$ cat config.mk
export PLATFORM = sky130hd
export DESIGN_NAME = exe_result_fifo
export DESIGN_NICKNAME = d
export VERILOG_FILES = /design/src/rtl/exe_pkg.sv /design/src/rtl/sync_fifo.sv /design/src/rtl/exe_result_fifo.sv
export SDC_FILE = /design/constraint.sdc
export NUM_CORES = 1
export LEC_CHECK = 0
export ABC_AREA = 1
export CORE_ASPECT_RATIO = 1.5
export CORE_MARGIN = 5
export CORE_UTILIZATION = 55
export CTS_CLUSTER_SIZE = 28
export DETAILED_ROUTE_END_ITERATION = 12
export GPL_ROUTABILITY_DRIVEN = 0
export GPL_TIMING_DRIVEN = 0
export PLACE_DENSITY = 0.86
export SETUP_SLACK_MARGIN = 0.5
export SYNTH_ARGS = -nofsm -noshare
export SYNTH_HDL_FRONTEND = slang
export SYNTH_HIERARCHICAL = 1
export SYNTH_SLANG_ARGS = --single-unit
$ cat constraint.sdc
create_clock -name i_clk -period 2.6 [get_ports i_clk]
set_input_delay 0.26 -clock i_clk [delete_from_list [all_inputs] [get_ports i_clk]]
set_output_delay 0.26 -clock i_clk [all_outputs]
set_load 0.05 [all_outputs]
$ cat src/rtl/exe_pkg.sv
// exe_pkg: shared opcode encoding and widths for the execution unit and its result FIFO
package exe_pkg;
  localparam int OPER_W = 4;
  typedef enum logic [OPER_W-1:0] {
    ADD = 4'd0, OR, NOR, ASR, LSR, U2U1, SMU2, CRC3, CRC4, CNT0, THERM, ONEHOT = 4'd11
  } exe_op_e;
endpackage

$ cat src/rtl/sync_fifo.sv
// sync_fifo: generic storage with count-derived full/empty and wrapping pointers
module sync_fifo #(
  parameter int W = 8,
  parameter int DEPTH = 4,
  localparam int AW = $clog2(DEPTH),
  localparam int CW = $clog2(DEPTH + 1)
) (
  input  logic          clk,
  input  logic          rst,
  input  logic          push_req,
  input  logic          pop_req,
  input  logic [W-1:0]  din,
  output logic [W-1:0]  dout,
  output logic [CW-1:0] count,
  output logic          full,
  output logic          empty
);
  logic [W-1:0] mem [DEPTH];
  logic [AW-1:0] wp, rp;
  logic push, pop;
  assign full = count == CW'(DEPTH);
  assign empty = count == '0;
  assign push = push_req & ~full;
  assign pop = pop_req & ~empty;
  assign dout = mem[rp];
  // storage is cleared too so data outputs read zero out of reset
  always_ff @(posedge clk or posedge rst)
    if (rst) begin
      wp <= '0;
      rp <= '0;
      count <= '0;
      for (int i = 0; i < DEPTH; i++) mem[i] <= '0;
    end else begin
      if (push) begin
        mem[wp] <= din;
        wp <= wp + 1'b1;
      end
      if (pop) rp <= rp + 1'b1;
      count <= count + CW'(push) - CW'(pop);
    end
endmodule

$ cat src/rtl/exe_result_fifo.sv
// exe_result_fifo: buffers ALU result tuples for a stalling consumer, counts vf events, flags drops
module exe_result_fifo
  import exe_pkg::*;
#(
  parameter int M = 9,
  parameter int N = OPER_W,
  parameter int DEPTH = 4,
  parameter int CNTW = 8,
  localparam int CW = $clog2(DEPTH + 1)
) (
  input  logic            i_clk,
  input  logic            i_rst,
  input  logic            i_clr,
  input  logic            i_valid,
  output logic            o_ready,
  input  logic [N-1:0]    i_oper,
  input  logic [M-1:0]    i_result,
  input  logic            i_vf,
  input  logic            i_pf,
  input  logic            i_nf,
  input  logic            i_of,
  output logic            o_valid,
  input  logic            i_ready,
  output logic [N-1:0]    o_oper,
  output logic [M-1:0]    o_result,
  output logic            o_vf,
  output logic            o_pf,
  output logic            o_nf,
  output logic            o_of,
  output logic [CW-1:0]   o_count,
  output logic [CNTW-1:0] o_vf_cnt,
  output logic            o_drop
);
  typedef struct packed {
    logic [N-1:0] oper;
    logic [M-1:0] result;
    logic vf, pf, nf, of;
  } exe_res_t;
  exe_res_t din, dout;
  logic full, empty, push;
  assign din = '{oper: i_oper, result: i_result, vf: i_vf, pf: i_pf, nf: i_nf, of: i_of};
  assign o_ready = ~full;
  assign o_valid = ~empty;
  assign push = i_valid & ~full;
  assign {o_oper, o_result, o_vf, o_pf, o_nf, o_of} = dout;
  sync_fifo #(.W($bits(exe_res_t)), .DEPTH(DEPTH)) u_fifo (
    .clk(i_clk), .rst(i_rst), .push_req(i_valid), .pop_req(i_ready),
    .din(din), .dout(dout), .count(o_count), .full(full), .empty(empty)
  );
  // clear wins over both the vf increment and a same-cycle drop
  always_ff @(posedge i_clk or posedge i_rst)
    if (i_rst) begin
      o_vf_cnt <= '0;
      o_drop <= 1'b0;
    end else if (i_clr) begin
      o_vf_cnt <= '0;
      o_drop <= 1'b0;
    end else begin
      if (push && i_vf && !(&o_vf_cnt)) o_vf_cnt <= o_vf_cnt + 1'b1;
      if (i_valid && full) o_drop <= 1'b1;
    end
endmodule

==> summary.md <==
| Metric | Value |
|---|---|
| Status | `finished, final reports clean` |
| Max Buffers Root-to-Sink | `2` |
| Slew @ Worst Pin | `0.849 ns` |
| Crit start category | `flop` |
| NumNets Final | `637` |
| Routed wire length | `12,500 microns` |
| Die area | `9730 sq um` |
| Worst Path Max Fanout | `10` |
| Seq cells post-synth | `84` |
| Clk slew on worst S/H paths | `0.06 ns` |
| Tmin final | `2.06 ns` |
| Overall routing resource usage | `0.271` |
| Synth top area share | `0.489` |
| Area delta synth->final | `22.3%` |
| Yosys top cell by area | `dfrtp_1` |
| Switching power | `0.00360 W` |
| Ys flop type | `dfrtp_1` |
| DRT Pass-1 Iters | `6` |
| Worst Path Required | `2.34 ns` |
| Syn avg cell area | `7.92 sq um` |
| Combinational share of power | `0.526` |
| Count of final setup violators | `0` |
| RSZ-0062 raised after global routing | `true` |
| Worst Setup SP | `u_fifo/rp[0]$_DFFE_PP0P_` |
| Relative slew slack | `0.433` |
| Chip Width | `82.2 microns` |
| Critical path class | `reg -> out` |
| Mapped Cells | `543` |
| Rows | `39` |
| Max cap viols | `0` |
| Wire length per cell | `17.5 microns` |
| Remaining routing DRC violations | `0` |
| Max VDD drop | `0.682 mV` |
| I/O Pins | `53` |
| Fraction of layout cells with a size suffix above 1 | `0.131` |
| Cell Int Power | `0.00385 W` |
| CP max-delay cell | `dfrtp_1` |
| Internal reg-to-reg setup slack | `0.61 ns` |
| Static leakage | `2.64 nW` |
| Vias | `4,237` |
| Remaining antenna violation count | `0` |
| Most common cell after layout, fill and taps aside | `nand2_1` |
| YS warnings | `6` |
| Highest-count cells in the layout ignoring fill and taps | `nand2_1, dfrtp_1, nand4_1` |
| Final Core Density | `0.691` |
| Final worst-path cycle share | `0.794` |
| Cell variety after synth | `28` |
| Core footprint | `7610 sq um` |
| CTS Sinks | `84` |
| Post-synth ARST share | `1.00` |
| Setup TNS | `0 ns` |
| CTS root buf | `clkbuf_16` |
| Power per cell area | `1420 nW/um^2` |
| HP Class | `in -> async` |
| Initial antenna violation count | `0` |
| Largest net degree at the start of global routing | `39` |
| CP arrival | `1.80 ns` |
| Final hold vios | `0` |
| Final HPWL DP | `8770 microns` |
| CTS Hold Buffers Added | `0` |
| Worst path most repeated cell | `clkbuf_4` |
| Reg-to-Reg Start | `u_fifo/count[1]$_DFF_PP0_` |
| CTS tree | `yes` |
| Synth top area cells | `dfrtp_1, nand2_1, nand4_1` |
| Cell Chain, Critical Path | `clkbuf_4, inv_2, clkbuf_4, o21ai_0, o21ai_1, buf_4` |
| Peak Freq | `485 MHz` |
| Syn Nets | `573` |
| Setup Slack @ Placement | `0.249 ns` |
| Worst-Skew Late Latency | `0.33 ns` |
| Vias per cell | `5.93` |
| Num CTS Buffers | `9` |
| Setup Fix Bufs, Post-CTS | `0` |
| Grt ovf | `0` |
| Seq pwr share | `0.292` |
| Starting DRC count in detailed routing | `545` |
| Setup ws final | `0.536 ns` |
| H-tree levels | `3` |
| Port buffer count | `52` |
| N_diodes | `0` |
| Number of synthesized flops with an enable pin | `0` |
| First-pass GRT wire length | `20,300 microns` |
| Initial core utilization | `0.565` |
| Worst Skew | `0.00625 ns` |
| Critical Path Max Stage Delay | `0.35 ns` |
| Slew Limit Fails | `0` |
| Sw frac | `0.483` |
| Setup crit end kind | `primary output` |
| Vias in the first global route | `4,146` |
| Sequential share of the synthesized area | `0.489` |
| Mapped Area | `4300 sq um` |
| Die height | `118 microns` |
| Clk pwr share | `0.182` |
## area by class of cell
cell class	instances	area (sq um)
Clock buffer	13	280
Clock inverter	3	42.5
Tap cell	102	128
Timing Repair Buffer	53	489
Sequential cell	84	2100
Buffer	38	213
Inverter	26	106
Multi-Input combinational cell	395	1900
Fill cell	646	2350
## power groups by stage
| stage | clock, W | combinational (W) | sequential (W) |
|---|---|---|---|
| finish | 0.00135 | 0.00392 | 0.00218 |
| global route | 0.00142 | 0.00421 | 0.00224 |
| CTS | 0.00136 | 0.00379 | 0.00216 |
| detailed placement | 0 | 0.00394 | 0.00218 |
| global placement | 0 | 0.00384 | 0.00214 |
| floorplan | 0 | 0.00265 | 0.00221 |
## metal layers
layer / global-route usage / up-vias / wire length (microns)
met2: 0.440 / 245 / 6280
met5: 0 / - / 0
met4: 0.139 / 0 / 533
li1: - / 1934 / -
met3: 0.0556 / 50 / 938
met1: 0.331 / 2008 / 4750
## logic make-up (layout without fill, tap and decap cells)
kind of cell	after synthesis	after routing	share of synthesized area
AO/OA/AOI/OAI	57	57	0.0663
XOR/XNOR	2	2	0.00407
adder cells (fa/ha/maj)	8	8	0.0250
buffers and inverters	64	133	0.0704
flip-flops	84	84	0.489
AND/OR/NAND/NOR	328	328	0.346
## cell usage after synthesis, types with 2 or more instances
master and count:
nand2_1 175, o21ai_1 3, nand3_4 2, buf_6 3, buf_2 18, nor3_1 2
a21oi_1 3, inv_1 22, nand3_2 2, nand2_2 4, nand3_1 10, nor2_1 61
dfrtp_1 84, inv_2 3, o21ai_0 51, buf_4 3, nand4_1 69, clkbuf_1 7
buf_1 6, ha_1 7
## through the flow
stage	hold WS (ns)	area (sq um)	total power, W	cells
2_1_floorplan	0.0879	4310	0.00486	543
3_3_place_gp	0.448	4950	0.00599	697
3_5_place_dp	0.453	4970	0.00612	698
4_1_cts	0.284	5220	0.00731	714
5_1_grt	0.315	5260	0.00786	714
6_report	0.278	5260	0.00745	714
## worst paths after layout
path / end / cells past startpoint
worst max-delay path: o_oper[1] / 6
worst min-delay path: o_drop$_DFFE_PP0P_ / 2
worst max register to register: u_fifo/count[2]$_DFF_PP0_ / 9
worst min register to register: u_fifo/mem[1]$_DFFE_PP0P_ / 2
max in group asynchronous: u_fifo/count[1]$_DFF_PP0_ / 3
min in group i_clk: u_fifo/mem[1]$_DFFE_PP0P_ / 2
## critical path: cells and delay by family, from the launching register on
kind | cells | cell delay [ns]
buffers and inverters | 4 | 0.80
flip-flops | 1 | 0.35
AO/OA/AOI/OAI | 2 | 0.32
## registers in the layout, summed over array words and instances, names as in the netlist
signal,count
u_fifo/mem,68
o_vf_cnt,8
u_fifo/count,3
u_fifo/rp,2
u_fifo/wp,2
o_drop,1
## repair_timing
action / in CTS / in global routing
cloned: 0 / 0
endpoints found under the hold margin: 0 / 0
resized for setup: 102 / 22
endpoints found under the setup margin: 18 / 19
Note: power is estimated with default switching activity, not from simulation.
